===== src/rtl/spi_slave.sv =====
// LSB-first SPI slave, all four modes, clocked only by the master's SCLK (both edges).
// Optional macro SPI_SLAVE_MISO_TRISTATE_EN: release MISO to 'z while deselected instead of driving 0.
module spi_slave #(
    parameter int DATA_W = 8
) (
    input  logic              slaveSCLK,
    input  logic              reset,
    input  logic              slaveCPOL,
    input  logic              slaveCPHA,
    input  logic              slaveCS_,
    input  logic              slave_start,
    input  logic              slaveMOSI,
    input  logic [DATA_W-1:0] In_Data,
    output logic              slaveMISO,
    output logic [DATA_W-1:0] read_data
);

    localparam int                CNT_W    = (DATA_W > 1) ? $clog2(DATA_W) : 1;
    localparam logic [CNT_W-1:0]  LAST_BIT = CNT_W'(DATA_W - 1);
    localparam logic [CNT_W-1:0]  CNT_ZERO = {CNT_W{1'b0}};
    localparam logic [CNT_W-1:0]  CNT_ONE  = CNT_W'(1);

    // Rising edge of this clock is always the sample edge, falling edge the shift edge.
    // The mode may only change while idle, so the resulting glitch is harmless.
    logic              sample_clk_s;
    logic              active_s;
    logic [DATA_W-1:0] shifted_s;
    logic [DATA_W-1:0] rx_r;
    logic [DATA_W-1:0] rx_next_s;
    logic [CNT_W-1:0]  cnt_r;
    logic [CNT_W-1:0]  cnt_next_s;
    logic [DATA_W-1:0] read_data_r;
    logic [DATA_W-1:0] read_data_next_s;
    logic [DATA_W-1:0] tx_r;
    logic [DATA_W-1:0] tx_next_s;
    logic              miso_r;
    logic              miso_next_s;

    assign sample_clk_s = slaveSCLK ^ (slaveCPOL ^ slaveCPHA);
    assign active_s     = ~slaveCS_ & slave_start;
    assign shifted_s    = {slaveMOSI, rx_r[DATA_W-1:1]};

    // Sample-edge next state: shift MOSI in, count bits, publish the byte on the last bit.
    always_comb begin
        rx_next_s        = rx_r;
        cnt_next_s       = cnt_r;
        read_data_next_s = read_data_r;
        if (active_s) begin
            rx_next_s = shifted_s;
            if (cnt_r == LAST_BIT) begin
                cnt_next_s       = CNT_ZERO;
                read_data_next_s = shifted_s;
            end else begin
                cnt_next_s = cnt_r + CNT_ONE;
            end
        end else begin
            cnt_next_s = CNT_ZERO;
        end
    end

    // Sample-edge registers with synchronous reset.
    always_ff @(posedge sample_clk_s) begin
        if (reset) begin
            rx_r        <= {DATA_W{1'b0}};
            cnt_r       <= CNT_ZERO;
            read_data_r <= {DATA_W{1'b0}};
        end else begin
            rx_r        <= rx_next_s;
            cnt_r       <= cnt_next_s;
            read_data_r <= read_data_next_s;
        end
    end

    // Shift-edge next state: a zero count means a new byte starts, so the tx byte is (re)loaded.
    always_comb begin
        tx_next_s   = tx_r;
        miso_next_s = miso_r;
        if (!active_s || (cnt_r == CNT_ZERO)) begin
            tx_next_s   = In_Data;
            miso_next_s = In_Data[0];
        end else begin
            tx_next_s   = tx_r;
            miso_next_s = tx_r[cnt_r];
        end
    end

    // Shift-edge registers with synchronous reset.
    always_ff @(negedge sample_clk_s) begin
        if (reset) begin
            tx_r   <= In_Data;
            miso_r <= In_Data[0];
        end else begin
            tx_r   <= tx_next_s;
            miso_r <= miso_next_s;
        end
    end

`ifdef SPI_SLAVE_MISO_TRISTATE_EN
    assign slaveMISO = slaveCS_ ? 1'bz : miso_r;
`else
    assign slaveMISO = slaveCS_ ? 1'b0 : miso_r;
`endif

    assign read_data = read_data_r;

endmodule


===== config.mk =====
export PLATFORM = sky130hd
export DESIGN_NAME = spi_slave
export DESIGN_NICKNAME = d
export VERILOG_FILES = /design/src/rtl/spi_slave.sv
export SDC_FILE = /design/constraint.sdc
export NUM_CORES = 1
export LEC_CHECK = 0
export ABC_AREA = 0
export CORE_MARGIN = 2
export CORE_UTILIZATION = 48
export DETAILED_ROUTE_END_ITERATION = 6
export GPL_TIMING_DRIVEN = 0
export HOLD_SLACK_MARGIN = 0.08
export MAX_ROUTING_LAYER = met4
export PLACE_DENSITY = 0.77
export SETUP_SLACK_MARGIN = 0.5
export SYNTH_ARGS = -nofsm -noshare
export SYNTH_HDL_FRONTEND = slang
export SYNTH_SLANG_ARGS = --single-unit

===== constraint.sdc =====
create_clock -name vclk -period 0.8
set_clock_uncertainty 0.15 [all_clocks]
set_input_delay 0.16 -clock vclk [all_inputs]
set_output_delay 0.16 -clock vclk [all_outputs]
set_load 0.01 [all_outputs]

---- After elaboration in Yosys (flattened, before gate mapping) ----
Index checks and enable logic that the tools add are counted.
storage, ports and cells
  RAM bits ................................ 0
  memories kept ........................... 0
  memory bits (read-only) ................. 0
  latch bits .............................. 0
  input bits .............................. 15
  register bits after elaboration ......... 28
operators by class
  muxes and demuxes ....................... 7
  shifts and indexed selects .............. 0
  reductions and logical operators ........ 6
  add/sub/neg operators ................... 1
  order comparisons ....................... 1
  divide/modulo/power cells ............... 0
  multipliers ............................. 0
  eq/ne operators ......................... 1
  bitwise gates (word level) .............. 5
operators with widths
  kind                                                                   number
  8-bit two-way mux                                                      2
  3-bit by 4-bit < comparator with 1-bit output (second input constant)  1
  1-bit two-way mux                                                      4
  3-bit by 1-bit adder with 3-bit output (second input constant)         1
  1-bit binary-select mux with 3-bit select                              1
  3-bit equality test (second input constant)                            1
  3-bit zero test                                                        1
  3-bit OR reduction                                                     1
  1-bit NOT                                                              2
  2-bit AND reduction                                                    1
  2-bit nonzero test                                                     1
  1-bit XOR                                                              2
  1-bit bitwise AND                                                      1
  1-bit zero test                                                        1
  1-bit logical OR                                                       1

---- Longest topological paths before layout ----
Gate-level depths: netlist of the first run.
  word-level depth ........................ 6
  gate-level depth with buffers ........... 6
  mapped depth without buffers ............ 5

==> flow_summary.ini, run 1 <==
[die]
rows = 16
start_util_pct = 52.10
ioPinCount = 24
die_area_um2 = 2586
die_h_um = 50.85
die_w_um = 50.85
core_area_um2 = 2022

[global_route]
grt_max_degree = 19
grt_busiest_layer = met2
gr-usage-met1_pct = 21.22
antenna_found_initial = 0
grt_pass1_vias = 744
grt_util_met3_pct = 0
grt.total_usage_pct = 16.01
grt_overflow = 0
grt.met2_usage_pct = 29.61
grt_pass1_wl_um = 3243

[yosys]
syn_nets = 121
ys_ff_latch = 27
avgSynthCellArea_um2 = 10.23
synth_compound_area_share_pct = 8.314
synth_simple_gate_area_share_pct = 17.58
synth-xor-area-share_pct = 1.663
synth_fa_ha_area_share_pct = 3.563
ys_types = 23
synthCells = 103
seq_area_frac_synth_pct = 58.91
synth_top_family_by_area = simple AND/OR/NAND/NOR gates
ys.warnings.count = 0
synth.top_cells.by_area = dfxtp_1 (36%), edfxtp_1 (23%), nand2_1 (7.8%), a21oi_1 (7.1%), mux2i_1 (3.8%)
synthMuxAreaShare_pct = 5.938
synth_area_um2 = 1054
yosysTopAreaCellShare_pct = 36.10
yosysTopAreaCell = dfxtp_1

[layout]
nets = 147
mostFrequentLayoutCell = nand2_1
stdcell_count = 154
design_area_um2 = 1339
layout_common_cells = nand2_1 (22), clkdlybuf4s50_1 (21), dfxtp_1 (19)
drive_above_1_share_pct = 5.512
n_antenna_cell = 0
syn_to_final_growth_pct = 27.08

[setup_path]
crit_type = primary input to primary output
critPathLaunchType = primary input
critPathBufInv = 2
arrival_ns = 0.45
cp_max_fo = 2
crit_required_ns = 0.49
crit_family = buffers and inverters
crit_slowest_cell = buf_8
cp-end-kind = primary output
path_cells = buf_8 > nor2b_4 > buf_6
cpPeakStageDelay_ns = 0.10

[placed_design]
place_hpwl_um = 1460
portBuffers = 23
dpl_cell_area_um2 = 1325
post-place-cells = 153
gp_congestion = 0.8018

[drt]
vias = 782
drt_iter0_markers = 23
drc = 0
postRouteWirelength_um = 1827
drt_first_pass_iters = 4
routedWlPerCell_um = 11.86
ant_nets = 0
vias_per_cell = 5.078

[run_status]
status = complete, no violations

[timing]
rsz0062_at_grt = true
relSlewSlack_pct = 58.98
setup_viol = 0
worst_pin_slew_ns = 0.6132
untimed_endpoints = 43
post-route-min-period_ns = 0.7637
finalHoldViolCount = 0
slew_violations = 0
period_share_pct = 95.46
tns_ns = 0
fmax_ghz = 1.309
unclocked_regs = 27

[clock_tree]
cts_hold_buf = 0

[min_path]
hold_class = primary input to primary output

[pwr]
p_leak_uw = 0.0004642
powerDensity_nw_per_um2 = 378.7
peakVddDrop_v = 0.0003471

[flow_run]
maxCapViolations = 0
cell type report:
type | instances | area (um2)
fillers | 161 | 683.2
flip-flops and latches | 27 | 620.6
multi-input cells | 67 | 397.9
repair buffers | 24 | 244.0
well taps | 27 | 33.78
plain buffers | 6 | 31.28
inverters | 3 | 11.26
worst paths after layout:
check | start | end | depth (start not counted)
max | slaveCS_ | slaveMISO | 3
min | slaveCS_ | slaveMISO | 3
cells in the mapped netlist, drive strengths merged:
cell    count
nand2      22
dfxtp      19
a21oi      15
edfxtp      8
nand3       8
clkbuf      4
mux2i       4
ha          3
inv         3
nor2b       3
and2        2
buf         2
mux4        1
nand2b      1
nand3b      1
nor3        1
nor4        1
o21ai       1
o31ai       1
or3         1
xnor2       1
xor2        1
what timing repair did:
action | CTS | global route
setup endpoints to repair | 1 | 1
hold endpoints to repair | 0 | 0
setup buffers | 1 | 0
gates resized for setup | 12 | 0
power by group:
group / internal, uW / total, uW / switching, uW
logic: 116 / 245 / 128
registers: 251 / 263 / 11.4
clock network: 0 / 0 / 0
per-layer routing:
metal | part of all wire, % | routed length (um)
met3 | 2.5 | 46
met1 | 45 | 822
met4 | 0 | 0
met2 | 52 | 958
met5 | 0 | 0
through the flow:
step | total power (uW) | hold slack [ns] | setup WS [ns] | utilization (%)
floorplan | 377.8 | 0.1923 | 0.2246 | -
global placement | 491.0 | 1.238 | -0.8088 | 65.53
detailed placement | 505.4 | 1.240 | -0.8123 | 65.53
CTS | 514.1 | 0.3819 | 0.03462 | 66.21
global route | 538.9 | 0.3866 | 0.03257 | 66.21
finish | 507.0 | 0.3824 | 0.03634 | 66.21
logic make-up after synthesis:
| family | after synthesis |
|---|---|
| AO/OA/AOI/OAI | 17 |
| XOR/XNOR | 2 |
| adder cells (fa/ha/maj) | 3 |
| buffers and inverters | 9 |
| flip-flops | 27 |
| multiplexers | 5 |
| AND/OR/NAND/NOR | 40 |
flip-flops by register name (all words and copies together) (netlist names):
register	cells
read_data	8
rx_r	7
cnt_r	3
tx_r	8
miso_r	1
Note: power is estimated with default switching activity, not from simulation.
==> inputs of run 2 (changes only) <==
--- a/config.mk
+++ b/config.mk
@@ -8,11 +8,12 @@
 export ABC_AREA = 0
 export CORE_MARGIN = 2
 export CORE_UTILIZATION = 48
+export CTS_CLUSTER_DIAMETER = 80
 export DETAILED_ROUTE_END_ITERATION = 6
 export GPL_TIMING_DRIVEN = 0
 export HOLD_SLACK_MARGIN = 0.08
 export MAX_ROUTING_LAYER = met4
-export PLACE_DENSITY = 0.77
+export PLACE_DENSITY_LB_ADDON = 0.05
 export SETUP_SLACK_MARGIN = 0.5
 export SYNTH_ARGS = -nofsm -noshare
 export SYNTH_HDL_FRONTEND = slang
==> flow_summary.ini, run 2 (synthesis results as in run 1) <==
[pwr]
seq_power_share_pct = 51.9
power_frac_comb_pct = 48.1
sw_frac_of_total_pct = 27.35
finalPower_uw = 505.7
p_clk_share_pct = 0
netSwitchingPower_uw = 138.3
p_int_uw = 367.4
powerDensity_nw_per_um2 = 377.8
peakVddDrop_v = 0.0003282
p_leak_uw = 0.0004642

[timing]
period_share_pct = 95.22
untimed_endpoints = 43
worst_pin_slew_ns = 0.5728
setup_viol = 0
post-route-min-period_ns = 0.7617
finalHoldViolCount = 0
relSlewSlack_pct = 61.68
fin_hold_ws_ns = 0.3800
slew_violations = 0
unclocked_regs = 27
fmax_ghz = 1.313
rsz0062_at_grt = true

[flow_run]
maxCapViolations = 0

[placed_design]
gp_congestion = 0.7769
post-place-cells = 153
portBuffers = 23
place_hpwl_um = 1377

[drt]
drt_first_pass_iters = 4
vias = 776
drc = 0
ant_nets = 0
postRouteWirelength_um = 1735
vias_per_cell = 5.039
routedWlPerCell_um = 11.27
drt_iter0_markers = 13

[setup_path]
crit_start = slaveCS_
cp_max_fo = 2
critPathLaunchType = primary input
crit_type = primary input to primary output
cp-end-kind = primary output
arrival_ns = 0.45
crit_required_ns = 0.49

[global_route]
grt.total_usage_pct = 14.65
antenna_found_initial = 0
grt_pass1_wl_um = 2891
grt_overflow = 0
grt_pass1_vias = 706
grt_max_degree = 19

[layout]
drive_above_1_share_pct = 5.512
multiInputGateArea_um2 = 397.9
layout_common_cells = nand2_1 (22), clkdlybuf4s50_1 (21), dfxtp_1 (19)
nets = 147
n_antenna_cell = 0
stdcell_count = 154
mostFrequentLayoutCell = nand2_1
final_core_util_pct = 66.21
syn_to_final_growth_pct = 27.08
nFillCells = 170
seqCellArea_um2 = 620.6

[die]
ioPinCount = 24
die_w_um = 50.85
rows = 16
core_area_um2 = 2022
die_h_um = 50.85
start_util_pct = 52.10
die_area_um2 = 2586

[min_path]
min_from = slaveCS_
hold_class = primary input to primary output

[run_status]
status = complete, no violations

[clock_tree]
cts_hold_buf = 0
-- run 2: repair_timing --
| action | 4_1_cts | 5_1_grt |
|---|---|---|
| setup endpoints to repair | 1 | 1 |
| setup buffers | 1 | 0 |
| resized for setup | 12 | 0 |
| gates cloned | 0 | 0 |
-- run 2: power by group through the flow --
stage,clock network (uW),registers (uW),logic [uW]
3_5_place_dp,0,263,240
6_report,0,263,243
4_1_cts,0,264,247
2_1_floorplan,0,258,119
3_3_place_gp,0,261,234
5_1_grt,0,267,270
-- run 2: worst max-delay path, stage by stage --
cell and delay [ns]:
buf_8 0.10, nor2b_4 0.09, buf_6 0.10
-- run 2: final timing paths --
check                   end  slack, ns  cells past startpoint
hold / removal    slaveMISO       0.38                      3
setup / recovery  slaveMISO       0.04                      3
-- run 2: cell type report --
type	count	share of cell area [%]
Sequential cell	27	46.36
Multi-Input combinational cell	67	29.72
Inverter	3	0.8411
Tap cell	27	2.523
Buffer	6	2.336
Timing Repair Buffer	24	18.22
-- run 2: metal layers --
layer  track usage, %  share of wire [%]
met3           0.2924                3.6
met1            18.36                 46
met5                -                  0
met4                0                  0
met2            28.29                 51
-- run 2: metrics by stage --
step                      setup WS (ns)  TNS [ns]  cell area [um2]
after CTS                       0.03334         0             1339
after global routing            0.02374         0             1339
after global placement          -0.8038   -0.8038             1325
after detailed placement        -0.8109   -0.8109             1325
after floorplan                  0.2246         0             1061
final                           0.03826         0             1339
